[config.mk]
export PLATFORM = sky130hd
export DESIGN_NAME = result_uart_sender
export DESIGN_NICKNAME = d
export VERILOG_FILES = /design/src/rtl/result_uart_sender_pkg.sv /design/src/rtl/result_uart_sender_uart_tx_byte.sv /design/src/rtl/result_uart_sender.sv
export SDC_FILE = /design/constraint.sdc
export NUM_CORES = 1
export LEC_CHECK = 0
export CORE_MARGIN = 2
export CORE_UTILIZATION = 25
export DETAILED_ROUTE_END_ITERATION = 6
export PLACE_DENSITY = 0.44
export SYNTH_ARGS = -nofsm -noshare
export SYNTH_HDL_FRONTEND = slang
export SYNTH_SLANG_ARGS = --single-unit
[constraint.sdc]
create_clock -name clk -period 1.8 [get_ports clk]
set_input_delay 0.27 -clock clk [delete_from_list [all_inputs] [get_ports clk]]
set_output_delay 0.27 -clock clk [all_outputs]
set_load 0.02 [all_outputs]
[src/rtl/result_uart_sender_pkg.sv]
// Shared UART framing constants and state encodings for the result sender.
package result_uart_sender_pkg;

    localparam logic        START_BIT = 1'b0;
    localparam logic        STOP_BIT  = 1'b1;
    localparam int unsigned DATA_BITS = 8;

    typedef enum logic [1:0] {
        ST_IDLE,
        ST_START,
        ST_DATA,
        ST_STOP
    } uart_state_e;

    typedef enum logic {
        SEQ_IDLE,
        SEQ_SEND
    } seq_state_e;

endpackage

[src/rtl/result_uart_sender_uart_tx_byte.sv]
// One 8N1 UART frame per accepted byte; ready rises on the final stop-bit cycle so a
// byte presented then starts its start bit on the very next cycle.
module uart_tx_byte
    import result_uart_sender_pkg::*;
#(
    parameter int unsigned CLKS_PER_BIT = 434
) (
    input  logic       clk,
    input  logic       rst,
    input  logic [7:0] data,
    input  logic       valid,
    output logic       ready,
    output logic       tx
);

    localparam int unsigned           TIMER_W   = $clog2(CLKS_PER_BIT);
    localparam logic [TIMER_W-1:0]    TIMER_MAX = TIMER_W'(CLKS_PER_BIT - 1);
    localparam logic [2:0]            LAST_BIT  = 3'(DATA_BITS - 1);

    uart_state_e        state_q, state_d;
    logic [TIMER_W-1:0] timer_q, timer_d;
    logic [2:0]         bit_idx_q, bit_idx_d;
    logic [7:0]         data_q, data_d;
    logic               tx_q, tx_d;
    logic               tick;

    assign tick  = (timer_q == TIMER_MAX);
    assign ready = (state_q == ST_IDLE) || ((state_q == ST_STOP) && tick);
    assign tx    = tx_q;

    always_comb begin
        state_d   = state_q;
        bit_idx_d = bit_idx_q;
        data_d    = data_q;
        tx_d      = tx_q;
        if (state_q == ST_IDLE || tick) begin
            timer_d = '0;
        end else begin
            timer_d = timer_q + TIMER_W'(1);
        end

        case (state_q)
            ST_IDLE: begin
                if (valid) begin
                    state_d = ST_START;
                    data_d  = data;
                    tx_d    = START_BIT;
                end
            end
            ST_START: begin
                if (tick) begin
                    state_d   = ST_DATA;
                    bit_idx_d = '0;
                    tx_d      = data_q[0];
                end
            end
            ST_DATA: begin
                if (tick) begin
                    if (bit_idx_q == LAST_BIT) begin
                        state_d = ST_STOP;
                        tx_d    = STOP_BIT;
                    end else begin
                        bit_idx_d = bit_idx_q + 3'd1;
                        data_d    = data_q >> 1;
                        tx_d      = data_q[1];
                    end
                end
            end
            ST_STOP: begin
                if (tick) begin
                    if (valid) begin
                        state_d = ST_START;
                        data_d  = data;
                        tx_d    = START_BIT;
                    end else begin
                        state_d = ST_IDLE;
                        tx_d    = STOP_BIT;
                    end
                end
            end
            default: begin
                state_d = ST_IDLE;
                tx_d    = STOP_BIT;
            end
        endcase
    end

    always_ff @(posedge clk) begin
        if (rst) begin
            state_q   <= ST_IDLE;
            timer_q   <= '0;
            bit_idx_q <= '0;
            data_q    <= '0;
            tx_q      <= STOP_BIT;
        end else begin
            state_q   <= state_d;
            timer_q   <= timer_d;
            bit_idx_q <= bit_idx_d;
            data_q    <= data_d;
            tx_q      <= tx_d;
        end
    end

endmodule

[src/rtl/result_uart_sender.sv]
// Captures the predictor result on a rising finished edge and streams it LSB byte first
// as NUM_BYTES back-to-back UART frames.
module result_uart_sender
    import result_uart_sender_pkg::*;
#(
    parameter int unsigned CLKS_PER_BIT = 434,
    parameter int unsigned NUM_BYTES    = 8
) (
    input  logic                   clk,
    input  logic                   rst,
    input  logic [8*NUM_BYTES-1:0] result_in,
    input  logic                   finished,
    output logic                   tx,
    output logic                   busy,
    output logic                   done,
    output logic                   overrun
);

    localparam int unsigned        RESULT_W = 8 * NUM_BYTES;
    localparam int unsigned        IDX_W    = $clog2(NUM_BYTES) + 1;
    localparam logic [IDX_W-1:0]   LAST_IDX = IDX_W'(NUM_BYTES - 1);

    seq_state_e          state_q, state_d;
    logic [RESULT_W-1:0] shift_q, shift_d;
    logic [IDX_W-1:0]    byte_idx_q, byte_idx_d;
    logic                finished_dly_q;
    logic                busy_q, busy_d;
    logic                done_q, done_d;
    logic                overrun_q, overrun_d;
    logic                req;
    logic                tx_valid;
    logic                tx_ready;
    logic [7:0]          tx_data;

    assign req     = finished & ~finished_dly_q;
    assign busy    = busy_q;
    assign done    = done_q;
    assign overrun = overrun_q;

    // shift_q holds only the bytes not yet handed to the frame sender; byte 0 goes
    // straight from result_in so its start bit begins the cycle after req.
    always_comb begin
        state_d    = state_q;
        shift_d    = shift_q;
        byte_idx_d = byte_idx_q;
        busy_d     = busy_q;
        done_d     = 1'b0;
        overrun_d  = overrun_q;
        tx_valid   = 1'b0;
        tx_data    = result_in[7:0];

        case (state_q)
            SEQ_IDLE: begin
                tx_valid = req;
                if (req) begin
                    state_d    = SEQ_SEND;
                    shift_d    = result_in >> 8;
                    byte_idx_d = '0;
                    busy_d     = 1'b1;
                end
            end
            SEQ_SEND: begin
                tx_valid = (byte_idx_q < LAST_IDX);
                tx_data  = shift_q[7:0];
                if (req) begin
                    overrun_d = 1'b1;
                end
                if (tx_ready) begin
                    if (tx_valid) begin
                        shift_d    = shift_q >> 8;
                        byte_idx_d = byte_idx_q + IDX_W'(1);
                    end else begin
                        state_d = SEQ_IDLE;
                        busy_d  = 1'b0;
                        done_d  = 1'b1;
                    end
                end
            end
            default: begin
                state_d = SEQ_IDLE;
                busy_d  = 1'b0;
            end
        endcase
    end

    always_ff @(posedge clk) begin
        if (rst) begin
            state_q        <= SEQ_IDLE;
            shift_q        <= '0;
            byte_idx_q     <= '0;
            finished_dly_q <= 1'b1;
            busy_q         <= 1'b0;
            done_q         <= 1'b0;
            overrun_q      <= 1'b0;
        end else begin
            state_q        <= state_d;
            shift_q        <= shift_d;
            byte_idx_q     <= byte_idx_d;
            finished_dly_q <= finished;
            busy_q         <= busy_d;
            done_q         <= done_d;
            overrun_q      <= overrun_d;
        end
    end

    uart_tx_byte #(
        .CLKS_PER_BIT(CLKS_PER_BIT)
    ) u_tx_byte (
        .clk  (clk),
        .rst  (rst),
        .data (tx_data),
        .valid(tx_valid),
        .ready(tx_ready),
        .tx   (tx)
    );

endmodule
# Word level (Yosys, flattened, before mapping)
# Cells that the tools add are included.
[classes] n_addsub=3 magnitude_cmp=1 eq_ne=15 muxes=42 n_bitwise=4 reduce_logical=15
[ops] operator="$mux W64" n=3
[ops] operator="$pmux W64 S2" n=1
[ops] operator="$mux W8" n=5
[ops] operator="$pmux W8 S3" n=1
[ops] operator="$mux W1" n=14
[ops] operator="$mux W4" n=3
[ops] operator="$ne A2 B1 Y1 const B" n=6
[ops] operator="$reduce_and A4 Y1" n=3
[ops] operator="$mux W2" n=5
[ops] operator="$add A9 B1 Y9 const B" n=1
[ops] operator="$eq A9 B9 Y1 const B" n=1
[ops] operator="$mux W3" n=3
[ops] operator="$ne A2 B2 Y1 const B" n=4
[ops] operator="$pmux W2 S4" n=1
[ops] operator="$pmux W4 S2" n=1
[ops] operator="$pmux W1 S2" n=3
[ops] operator="$pmux W3 S2" n=1
[ops] operator="$reduce_and A3 Y1" n=2
[ops] operator="$reduce_and A5 Y1" n=1
[ops] operator="$add A4 B1 Y4 const B" n=1
[ops] operator="$eq A2 B2 Y1 const B" n=2
[ops] operator="$lt A4 B3 Y1 const B" n=1
[ops] operator="$pmux W1 S4" n=1
[ops] operator="$add A3 B1 Y3 const B" n=1
[ops] operator="12 further kinds" n=15
[word_totals] ff_bits=96 in_bits=67 out_inout_bits=4 word_cells=92

# Longest topological paths before layout
[logic_depth] word_depth=6 ltp_mapped=8 mapped_depth_nobuf=6

# Modules after synthesis
# A second synthesis with hierarchy kept.
[hier_totals] hier_cells=444 hier_area_um2=4553.1
[by_module_without_submodules] mod="result_uart_sender" n_inst=1 cells_per_inst=318 area_per_inst_um2=3278.1 seq_area_each_um2=1301.2
[by_module_without_submodules] mod="uart_tx_byte" n_inst=1 cells_per_inst=126 area_per_inst_um2=1275.0 seq_area_each_um2=460.4

# Worst setup path after synthesis
# Ideal clock, no wire load.
[synth_path] path_kind="register -> register" startpoint="reg u_tx_byte.state_q[0]" endpoint="reg u_tx_byte.data_q[7]" setup_time_ns=0.117 arrival_ns=1.679 required_ns=1.683 path_slack_ns=0.003 path_stages_with_launch=8 path_buffers=1 synth_period_minus_slack_ns=1.797 cell_sequence="dfxtp_1 -> inv_1 -> ha_1 -> nor3_1 -> a21oi_2 -> a2111o_1 -> buf_6 -> a32o_1"
[synth_via] elab_chain_len=3 elab_cells_between_ends=9 classes_between="5 x eq/ne; 1 x mux; 3 x reduce/logical"
[synth_rtl] element="from (decl)" line="result_uart_sender_uart_tx_byte.sv:20" source="uart_state_e state_q, state_d;"
[synth_rtl] element="from (signal assigned)" line="result_uart_sender_uart_tx_byte.sv:96" source="state_q <= state_d;"
[synth_rtl] element="$eq A2 B2 Y1 / $logic_not A2 Y1 (equally long branches)" line="result_uart_sender_uart_tx_byte.sv:42" source="case (state_q)"
[synth_rtl] element="$ne A2 B2 Y1 (no line) (tied with other cells)"
[synth_rtl] element="$reduce_and A4 Y1 (no line)"
[synth_rtl] element="to (signal assigned)" line="result_uart_sender_uart_tx_byte.sv:99" source="data_q <= data_d;"
[synth_rtl] element="to (decl)" line="result_uart_sender_uart_tx_byte.sv:23" source="logic [7:0] data_q, data_d;"
# Parallel ways exist; a longest one is shown, timed or not.
# A chain may end at the register's enable or synchronous reset.

# Worst setup path in the final report
[layout_path] startpoint="reg byte_idx_q[0]" endpoint="reg u_tx_byte.state_q[0]"
[layout_via] elab_chain_len=5 elab_cells_between_ends=7 classes_between="1 x order compare; 1 x eq/ne; 4 x mux; 1 x reduce/logical"
[layout_rtl] element="from (decl)" line="result_uart_sender.sv:25" source="logic [IDX_W-1:0] byte_idx_q, byte_idx_d;"
[layout_rtl] element="from (signal assigned)" line="result_uart_sender.sv:98" source="byte_idx_q <= byte_idx_d;"
[layout_rtl] element="$lt A4 B3 Y1 (*)" line="result_uart_sender.sv:63" source="tx_valid = (byte_idx_q < LAST_IDX);"
[layout_rtl] element="$pmux W1 S2 (*)" line="result_uart_sender.sv:52" source="case (state_q)"
[layout_rtl] element="$mux W1" line="result_uart_sender_uart_tx_byte.sv:71" source="if (valid) begin"
[layout_rtl] element="$mux W2" line="result_uart_sender_uart_tx_byte.sv:70" source="if (tick) begin"
[layout_rtl] element="$pmux W2 S4" line="result_uart_sender_uart_tx_byte.sv:42"
# Mark *: on every way between the ends. The rest lies on a longest branch, timed or not. The select of a mux whose other input is x is not followed.

==> flow_summary.toml <==
[status]
status = "complete, no violations"

[final_layout]
final_cell_area_um2 = 5723
drive_gt1_share_pct = 17.15
fin_util_pct = 35.77
syn_to_final_growth_pct = 38.86
n_fill_cell = 1660
num-nets-final = 592
n_antenna_cell = 0
fin_cells = 735

[floorplan]
core_um2 = 16000
rows = 46
die_w_um = 132.4
initial_utilization_pct = 25.76
pin_count = 71
dieHeight_um = 132.4
die-area_um2 = 17530

[synthesis]
synth_area_um2 = 4121
syn_inst = 432
syn_nets = 509
yosysSeqAreaShare_pct = 42.74
synth-async-reset-ratio_pct = 0
synth_edf_count = 0
ys_seq_elements = 88
synth_area_leader_cell = "dfxtp_1"
yosysTopAreaCellShare_pct = 42.74
yosys_warnings = 0
synth_area_per_cell_um2 = 9.540
synth.distinct_cells = 50
synth_area_leaders = "dfxtp_1 (43%), mux2i_1 (15%), a211oi_1 (9.1%)"
ys.flop_type = "dfxtp_1"

[clock_network]
clock_path_buffers = 2
cts_sinks = 88
cts_made_buffers = 9
cts_root_buffer = "clkbuf_16"
ctsHoldBuffers = 0
htreeDepth = 3
clk_pin_slew_ns = 0.06
cts_tree = "yes"
clk_latency_ns = 0.35

[setup_path]
crit_path_end_kind = "flop"
critical_path.slowest_cell = "a2111o_1"
crit_chain = "ha_1 > a21oi_2 > a21o_2 > a2111o_1 > o221a_1"
crit_path_start_kind = "flop"
path_class = "flop to flop"
crit_path_max_fanout = 6
reg2reg_slack_ns = 0.01
slowest_delay_ns = 0.44
cp.required_ns = 2.03
cp.arrival_ns = 2.01

[route]
routedWlPerCell_um = 15.88
totalWireLength_um = 11680
antenna_violating_nets_post_route = 0
vias_per_cell = 4.755
firstDrtPassIters = 4
num_vias = 3495
drc_errors = 0
first_iter_violations = 219

[grt]
gr-max-usage-layer = "met2"
grt_max_degree = 30
use_met2_pct = 22.25
grt_pass1_wl_um = 18240
use_met3_pct = 4.421
antenna_found_initial = 0
met1_usage_pct = 16.41
grt-ovfl-total = 0
grt_pass1_vias = 3458
track_usage_pct = 13.31

[pwr]
powerDensity_nw_per_um2 = 1103
p_leak_nw = 2.012
power_mw = 6.313
peakVddDrop_uv = 581.9

[place]
placed_cells = 716
pre_cts_ws_ns = -0.2026
place_area_um2 = 5226
gp_congestion = 0.7864
io_buffers = 70
hpwlAfterDp_um = 8094

[timing]
finalCritPeriodShare_pct = 99.19
tightestPinTransition_ns = 0.4675
slew_viol_final = 0
setup_viol = 0
max-slew-margin-rel_pct = 68.83
fmax_mhz = 560.1
hold_viol_final = 0
skew_ns = 0.007938
setup_ws_ns = 0.01455
period_needed_ns = 1.785

[run]
max_cap_violations = 0

[min_path]
min_path_type = "input port to flop"
-- area by class of cell --
type                       count  area (um^2)  share of cell area, %
multi-input combinational    298         2295                  40.10
tap                          216        270.3                  4.722
clock inverter                 3        42.54                 0.7433
clock buffer                  12        246.5                  4.307
sequential                    88         1775                  31.02
inverter                       7        28.78                 0.5028
timing repair buffer         111         1065                  18.61
-- cell usage after synthesis, drive strengths merged, types with 2 or more instances --
library cell,instances
dfxtp,88
mux2i,63
a21oi,57
a211oi,50
nand2,28
buf,22
clkbuf,17
nor2,15
o21ai,11
ha,10
a22o,8
inv,7
nand3,5
a31oi,4
nor3,4
xnor2,4
and2,3
nor2b,3
xor2,3
a2111o,2
and4,2
nand4,2
nor3b,2
nor4,2
o21a,2
o311ai,2
or2,2
-- metrics by stage --
step	hold WS, ns	TNS, ns
floorplan	0.3738	0
finish	0.2217	0
CTS	0.2154	0
global route	0.2393	-0.2005
detailed placement	0.4511	-9.356
global placement	0.4449	-8.232
-- where the power goes --
part | internal [mW] | total (mW) | switching (mW)
clock | 1.10 | 1.86 | 0.757
combinational | 0.987 | 2.02 | 1.03
sequential | 2.24 | 2.43 | 0.194
-- routing by layer --
layer  routed length [um]  vias to the layer above
met1                 5180                     1647
met3                  611                       12
li1                     -                     1760
met4                  128                        0
met5                    0                        -
met2                 5753                       76
-- sequential cells by signal, summed over array words and instances (netlist names) --
signal and flops:
busy 1, byte_idx_q 4, done 1, finished_dly_q 1, overrun 1, shift_q 56
state_q 1, u_tx_byte.bit_idx_q 3, u_tx_byte.data_q 8, u_tx_byte.state_q 2, u_tx_byte.timer_q 9, u_tx_byte.tx 1
-- cells by family after synthesis --
group | after synthesis | synth area share [%]
buffers and inverters | 46 | 5.191
AND/OR/NAND/NOR | 75 | 9.381
AO/OA/AOI/OAI | 143 | 22.86
XOR/XNOR | 7 | 1.488
flip-flops | 88 | 42.74
adder cells (fa/ha/maj) | 10 | 3.036
multiplexers | 63 | 15.30
-- cells in the final DEF (no fill, tap or decap), types with 2 or more instances in the layout --
cell type	n
nor2b_1	2
nand3_1	5
buf_4	31
a21oi_2	2
o21ai_0	10
nor2_1	14
and2_1	3
clkbuf_1	2
mux2i_1	62
nor3_1	3
inv_1	4
a22o_1	8
a2111o_1	2
a211oi_2	2
ha_4	3
dfxtp_4	3
dfxtp_2	2
inv_2	2
a211oi_1	48
a21oi_1	53
xnor2_1	4
dfxtp_1	83
a31oi_1	3
and4_1	2
buf_2	2
buf_6	5
nand4_1	2
o21a_1	2
clkbuf_16	9
buf_12	3
ha_1	6
clkdlybuf4s50_1	69
o311ai_2	2
a21oi_4	2
nand2_1	28
xor2_1	3
nor4_1	2
-- worst max-delay path, delay by kind of cell, from the launching register on --
kind                       cells  cell delay (ns)
AOI/OAI and AO/OA              4             1.07
adders and majority gates      1             0.22
DFF                            1             0.37
-- timing repair --
action	CTS	global route
cloned	0	1
pin swaps	1	5
endpoints found under the setup margin	22	74
buffers inserted	0	3
resized for setup	5	38
-- final timing paths --
path | startpoint | to | cells after the start
hold reg to reg | u_tx_byte.bit_idx_q[1]$_SDFFE_PP0P_ | u_tx_byte.bit_idx_q[1]$_SDFFE_PP0P_ | 2
hold / removal | rst | u_tx_byte.bit_idx_q[2]$_SDFFE_PP0P_ | 2
setup / recovery | byte_idx_q[0]$_SDFFE_PP0P_ | u_tx_byte.state_q[0]$_SDFFE_PP0P_ | 5
setup reg to reg | byte_idx_q[0]$_SDFFE_PP0P_ | u_tx_byte.state_q[0]$_SDFFE_PP0P_ | 5
No activity file was read; power rests on OpenSTA's default activity.
